[src/rtl/cpu_pkg.sv]
// Shared definitions for the 3-stage processor front end.
// Used by fetch_sequencer and inst_decoder: state encoding, opcode
// constants and the opcode-legality helper.
package cpu_pkg;

    // Sequencer state encoding; TRAP is reachable only when
    // FETCH_SEQ_ILLEGAL_TRAP_EN is defined.
    typedef enum logic [2:0] {
        IDLE   = 3'd0,
        FETCH  = 3'd1,
        DECODE = 3'd2,
        EXEC   = 3'd3,
        TRAP   = 3'd4
    } state_t;

    // Opcodes live in ir[7:4]
    localparam logic [3:0] OP_LOAD      = 4'h0;
    localparam logic [3:0] OP_ADD       = 4'h1;
    localparam logic [3:0] OP_SUB       = 4'h2;
    localparam logic [3:0] OP_BITAND    = 4'h3;
    localparam logic [3:0] OP_INP       = 4'h4;
    localparam logic [3:0] OP_OUTP      = 4'h5;
    localparam logic [3:0] OP_MAX_LEGAL = 4'h5;

    // True when the opcode is one the decoder understands
    function automatic logic op_is_legal(input logic [3:0] op);
        return (op <= OP_MAX_LEGAL);
    endfunction

endpackage

[src/rtl/fetch_sequencer.sv]
// fetch_sequencer: front stage of the 3-stage processor.
// Fetches the instruction byte at pc into ir, then produces one decode
// strobe (d) and a stall-extendable execute strobe (e) for inst_decoder,
// advancing pc once per completed instruction.
//
// Configuration macro: FETCH_SEQ_ILLEGAL_TRAP_EN
//   defined   -> adds output 'illegal' and a TRAP state entered from DECODE
//                when ir[7:4] > OP_MAX_LEGAL; TRAP holds until reset.
//   undefined -> every opcode goes through DECODE/EXEC.
//
// Handshakes:
//   memory  : mem_rd is high for the whole FETCH state with mem_addr=pc;
//             a rising edge with mem_ready=1 completes the read and captures
//             mem_rdata. mem_ready is ignored outside FETCH.
//   execute : ex_stall=1 at an EXEC edge keeps the FSM in EXEC with e high;
//             ex_stall is ignored outside EXEC.
module fetch_sequencer
    import cpu_pkg::*;
#(
    parameter int ADDR_W   = 8,
    parameter int RESET_PC = 0
) (
    input  logic              clk,
    input  logic              rst_n,
    input  logic              run,
    output logic [ADDR_W-1:0] mem_addr,
    output logic              mem_rd,
    input  logic [7:0]        mem_rdata,
    input  logic              mem_ready,
    input  logic              ex_stall,
    output logic [7:0]        ir,
`ifdef FETCH_SEQ_ILLEGAL_TRAP_EN
    output logic              illegal,
`endif
    output logic              d,
    output logic              e,
    output logic [ADDR_W-1:0] pc,
    output logic              busy
);

    localparam logic [ADDR_W-1:0] PC_RST = ADDR_W'(RESET_PC);
    localparam logic [ADDR_W-1:0] PC_ONE = ADDR_W'(1);

    state_t state;
    state_t state_next;
    logic   ir_load;
    logic   pc_inc;

    // State register: async reset discards any in-flight instruction
    always_ff @(posedge clk or negedge rst_n) begin
        if (!rst_n) begin
            state <= IDLE;
        end else begin
            state <= state_next;
        end
    end

    // Next-state logic plus the ir-load / pc-increment enables
    always_comb begin
        state_next = state;
        ir_load    = 1'b0;
        pc_inc     = 1'b0;
        case (state)
            IDLE: begin
                if (run) begin
                    state_next = FETCH;
                end
            end
            FETCH: begin
                // run is not looked at here: a started fetch always completes
                if (mem_ready) begin
                    ir_load    = 1'b1;
                    state_next = DECODE;
                end
            end
            DECODE: begin
`ifdef FETCH_SEQ_ILLEGAL_TRAP_EN
                if (!op_is_legal(ir[7:4])) begin
                    state_next = TRAP;
                end else begin
                    state_next = EXEC;
                end
`else
                state_next = EXEC;
`endif
            end
            EXEC: begin
                // A stall outranks a stop request; run is sampled on the
                // first unstalled edge
                if (!ex_stall) begin
                    pc_inc     = 1'b1;
                    state_next = run ? FETCH : IDLE;
                end
            end
`ifdef FETCH_SEQ_ILLEGAL_TRAP_EN
            TRAP: begin
                state_next = TRAP;
            end
`endif
            default: begin
                state_next = IDLE;
            end
        endcase
    end

    // Program counter: one increment per completed instruction, wraps naturally
    always_ff @(posedge clk or negedge rst_n) begin
        if (!rst_n) begin
            pc <= PC_RST;
        end else if (pc_inc) begin
            pc <= pc + PC_ONE;
        end
    end

    // Instruction register: changes only on a completed fetch
    always_ff @(posedge clk or negedge rst_n) begin
        if (!rst_n) begin
            ir <= 8'h00;
        end else if (ir_load) begin
            ir <= mem_rdata;
        end
    end

    // Strobes decoded from the state register only, so d and e are exclusive
    assign mem_rd   = (state == FETCH);
    assign d        = (state == DECODE);
    assign e        = (state == EXEC);
    assign busy     = (state != IDLE);
    assign mem_addr = pc;

`ifdef FETCH_SEQ_ILLEGAL_TRAP_EN
    assign illegal  = (state == TRAP);
`endif

endmodule
[config.mk]
export PLATFORM = sky130hd
export DESIGN_NAME = fetch_sequencer
export DESIGN_NICKNAME = d
export VERILOG_FILES = /design/src/rtl/cpu_pkg.sv /design/src/rtl/fetch_sequencer.sv
export SDC_FILE = /design/constraint.sdc
export NUM_CORES = 1
export LEC_CHECK = 0
export CAP_MARGIN = 20
export CORE_MARGIN = 2
export CORE_UTILIZATION = 44
export DETAILED_ROUTE_END_ITERATION = 7
export PLACE_DENSITY_LB_ADDON = 0.05
export SKIP_LAST_GASP = 1
export SYNTH_ARGS = -nofsm -noshare
export SYNTH_HDL_FRONTEND = slang
export SYNTH_SLANG_ARGS = --single-unit
[constraint.sdc]
create_clock -name clk -period 2.67 [get_ports clk]
set_input_delay 0.534 -clock clk [delete_from_list [all_inputs] [get_ports clk]]
set_output_delay 0.534 -clock clk [all_outputs]
set_load 0.05 [all_outputs]
==> After elaboration in Yosys (flattened, before gate mapping) <==
Index checks and enable logic that the tools add are counted.
{ "totals": {"word_cells": 22, "output_inout_bits": 28, "register_bits": 19} }
{ "op_classes": {"mux": 9, "reduce_logical": 3, "n_eq_ne": 6, "n_addsub": 1} }
{ "ops": {"columns": ["operator", "count"], "rows": [
  ["3-bit case mux with 4 select lines", 1],
  ["3-bit 2-to-1 mux", 3],
  ["8-bit by 1-bit adder with 8-bit output, second input constant", 1],
  ["3-bit by 2-bit equality test with 1-bit output, second input constant", 2],
  ["1-bit 2-to-1 mux", 5],
  ["2-bit != test, second input constant", 2],
  ["3-bit by 1-bit equality test with 1-bit output, second input constant", 1],
  ["3-bit zero test", 1],
  ["3-bit AND reduction", 1],
  ["3-bit nonzero test", 1],
  ["2-bit by 1-bit != test with 1-bit output, second input constant", 1]
]} }

==> Depth between registers and ports, before layout <==
{ "depth": {"ltp_word": 3, "ltp_mapped": 5, "ltp_nobuf": 5} }

==> Least setup slack after synthesis <==
OpenSTA, ideal clock, no wires.
{ "synth_path": {"path_type": "register -> register", "start": "register state[1]", "end": "register state[1]", "n_path_buf": 0, "arrival_ps": 1622, "required_time_ps": 2545, "path_stages_with_launch": 6, "path_slack_ps": 923, "path_cell_list": "dfrtp_1 > inv_1 > ha_1 > inv_1 > o221ai_2 > mux2_2"} }
{ "synth_between": {"elab_chain_len": 3} }
{ "synth_rtl": {"columns": ["item", "line_no", "rtl"], "rows": [
  ["start: declaration", "fetch_sequencer.sv:44", "state_t state;"],
  ["start signal: assignment", "fetch_sequencer.sv:54", "state <= state_next;"],
  ["3-bit by 1-bit equality test with 1-bit output *", null, null],
  ["net mem_rd", "fetch_sequencer.sv:27", "output logic mem_rd,"],
  ["2-bit by 1-bit != test with 1-bit output (no source line)", null, null],
  ["3-bit AND reduction (no source line)", null, null]
]} }
Mark *: on every way through the listed nets, which the timed path passes. The rest lies on a longest branch.
A chain may end at the register's enable or synchronous reset.

==> Worst setup path in the final report <==
{ "layout_path": {"start": "register state[0]", "end": "output busy"} }
{ "layout_between": {"elab_chain_len": 1} }
{ "layout_rtl": {"columns": ["item", "line_no", "rtl"], "rows": [
  ["3-bit nonzero test", "fetch_sequencer.sv:128", "assign busy = (state != IDLE);"],
  ["end: declaration", "fetch_sequencer.sv:38", "output logic busy"]
]} }
No other way between the ends.

==> impl_metrics.env <==
export IMPL_status="finished clean"
export IMPL_cp_max_fo=5
export IMPL_crit_path_cell_trace="inv_1, ha_1, inv_1, clkdlybuf4s50_1"
export IMPL_fillers=150
export IMPL_layout_nets=128
export IMPL_r2r_start="state[0]"
export IMPL_vias=646
export IMPL_cp_end_kind="output port"
export IMPL_hp_class="flop to flop"
export IMPL_place_congestion=0.8158
export IMPL_cp_buffers_inverters=3
export IMPL_cpMostUsedCell="inv_1"
export IMPL_crit_type="flop to output port"
export IMPL_syn_nets=91
export IMPL_grt_pass1_vias=733
export IMPL_synth_common_cells="dfrtp_1, mux2_2, buf_4"
export IMPL_max_freq_mhz=405.2
export IMPL_wl_um=1695
export IMPL_drtAntennaViolNets=0
export IMPL_grt_pass1_wl_um=3187
export IMPL_critPathLaunchType="flop"
export IMPL_track_usage=0.1669
export IMPL_antenna_cells=0
export IMPL_hold_slack_ps=499.6
export IMPL_drv_slew=0
export IMPL_place_ws_ps=515.2
export IMPL_layout_drive_gt1_share=0.1963
export IMPL_r2r_cells=5
export IMPL_final_setup_tns_ps=0
export IMPL_coreArea_um2=1982
export IMPL_synth_edff_count=0
export IMPL_dieArea_um2=2487
export IMPL_h_tree_depth=1
export IMPL_fin_area_um2=1336
export IMPL_setup_violations=0
export IMPL_setup_ws_ps=202.3
export IMPL_worstPathArrival_ps=1930
export IMPL_cts_buffers=3
export IMPL_rsz0062_at_grt="false"
export IMPL_antenna_found_initial=0
export IMPL_grt_max_degree=19
export IMPL_vias_per_cell=4.821
export IMPL_synth_seq_cells=18
export IMPL_drtPass1Iterations=4
export IMPL_die_h_um=49.87
export IMPL_required_ps=2140
export IMPL_cpLargestDelayFamily="buffers and inverters"
export IMPL_num_rows=16
export IMPL_place_area_um2=1300
export IMPL_synth_distinct_cells=21
export IMPL_area_growth_pct=44.32
export IMPL_clk_path_buf_depth=2
export IMPL_port_buffers=40
export IMPL_hold_viol_final=0
export IMPL_ioPinCount=41
export IMPL_synthesis_area_um2=925.9
export IMPL_ys_flop_type="dfrtp_1"
export IMPL_clock_sinks=18
export IMPL_hpwl_um=1378
export IMPL_cts_hold_buf=0
export IMPL_syn_inst=71
export IMPL_reg2reg_to="state[1]"
export IMPL_wl_per_cell_um=12.65
export IMPL_finalCriticalPeriod_ps=2468
export IMPL_post_cts_buffers=0
export IMPL_clk_latency_ps=280
export IMPL_slowest_stage="clkdlybuf4s50_1"
export IMPL_clk_pin_slew_worst_paths_ps=100
export IMPL_ff2ff_setup_slack_ps=1170
export IMPL_cts_resized=0
export IMPL_ys_warn_count=0
export IMPL_initial_core_util=0.4672
export IMPL_crit_start="state[0]"
export IMPL_clockRootBuffer="clkbuf_4"
export IMPL_grt_ovfl_total=0
export IMPL_yosysTopAreaCell="dfrtp_1"
export IMPL_max_cap_viol_count=0
export IMPL_synth_seq_area_share=0.4865
export IMPL_cp_endpoint="busy"
export IMPL_synth_area_per_cell_um2=13.04
export IMPL_cts_tree="done"
export IMPL_max_slew_margin=0.4731
export IMPL_finalCritPeriodShare=0.9242
export IMPL_async_flop_share=1.000
export IMPL_drt_iter0_drc=1
export IMPL_worstSetupPathDepth=4
export IMPL_fin_skew_ps=1.309
export IMPL_synthTopCellsByArea="dfrtp_1, mux2_2, ha_1"
export IMPL_synth_top_cell_area_share=0.4865
export IMPL_die_w_um=49.87
export IMPL_worstMarginPinSlew_ps=787.9
export IMPL_synth_most_common_cell="dfrtp_1"
export IMPL_drc=0
export IMPL_crit_path_max_incr_delay_ps=810
==> routing by layer <==
layer,routed length (um),vias up,GRT usage
met5,0,-,0
met4,0,0,0.04167
met3,108,0,0.04242
met2,926,25,0.3111
met1,661,320,0.1868
li1,-,301,-
==> cell type report <==
class	count	area, um2	share of cell area
sequential	18	450.4	0.3371
multi-input combinational	41	400.4	0.2996
timing repair buffer	40	400.4	0.2996
clock buffer	4	36.28	0.02715
tap	27	33.78	0.02528
inverter	4	15.01	0.01124
==> worst min path at each step <==
stage                 from           to  slack (ps)  cells past startpoint
3_3_place_gp         ir[2]        ir[2]         490                      1
2_1_floorplan        rst_n        ir[0]         240                      0
3_5_place_dp   mem_addr[7]  mem_addr[7]         490                      1
4_1_cts        mem_addr[7]  mem_addr[7]         510                      1
5_1_grt        mem_addr[7]  mem_addr[7]         540                      1
6_report       mem_addr[7]  mem_addr[7]         500                      1
==> per-stage QoR <==
stage / instances / utilization
2_1_floorplan: 71 / -
3_3_place_gp: 130 / 0.6559
3_5_place_dp: 130 / 0.6559
4_1_cts: 134 / 0.6742
5_1_grt: 134 / 0.6742
6_report: 134 / 0.6742
==> state kept, by name (all words and copies together) (netlist names) <==
name and flops:
state 2, ir 8, mem_addr 8
==> kinds of logic (layout without fill, tap and decap cells) <==
logic type	after synthesis	after routing	share of synthesized area
AO/OA/AOI/OAI	2	2	0.02702
adder cells (fa/ha/maj)	7	7	0.09459
multiplexers	11	11	0.1324
flip-flops	18	18	0.4865
AND/OR/NAND/NOR	14	14	0.1122
XOR/XNOR	7	7	0.06622
buffers and inverters	12	48	0.08108
==> placed cells by master (no fill, tap or decap), drive strengths merged <==
cell and count:
inv 4, nor2 1, nand2 5, o221ai 1, clkdlybuf4s50 40, xor2 3, nand4 1, mux2 10
xnor2 4, and2b 1, o211a 1, dfrtp 18, nand3 1, and4 1, clkbuf 4, and3 1
nor3 2, nand3b 1, ha 7, mux2i 1
Power is left out: the tool's default activity adds up to more than one toggle a clock period on the data nets, which glitch-free logic cannot reach.
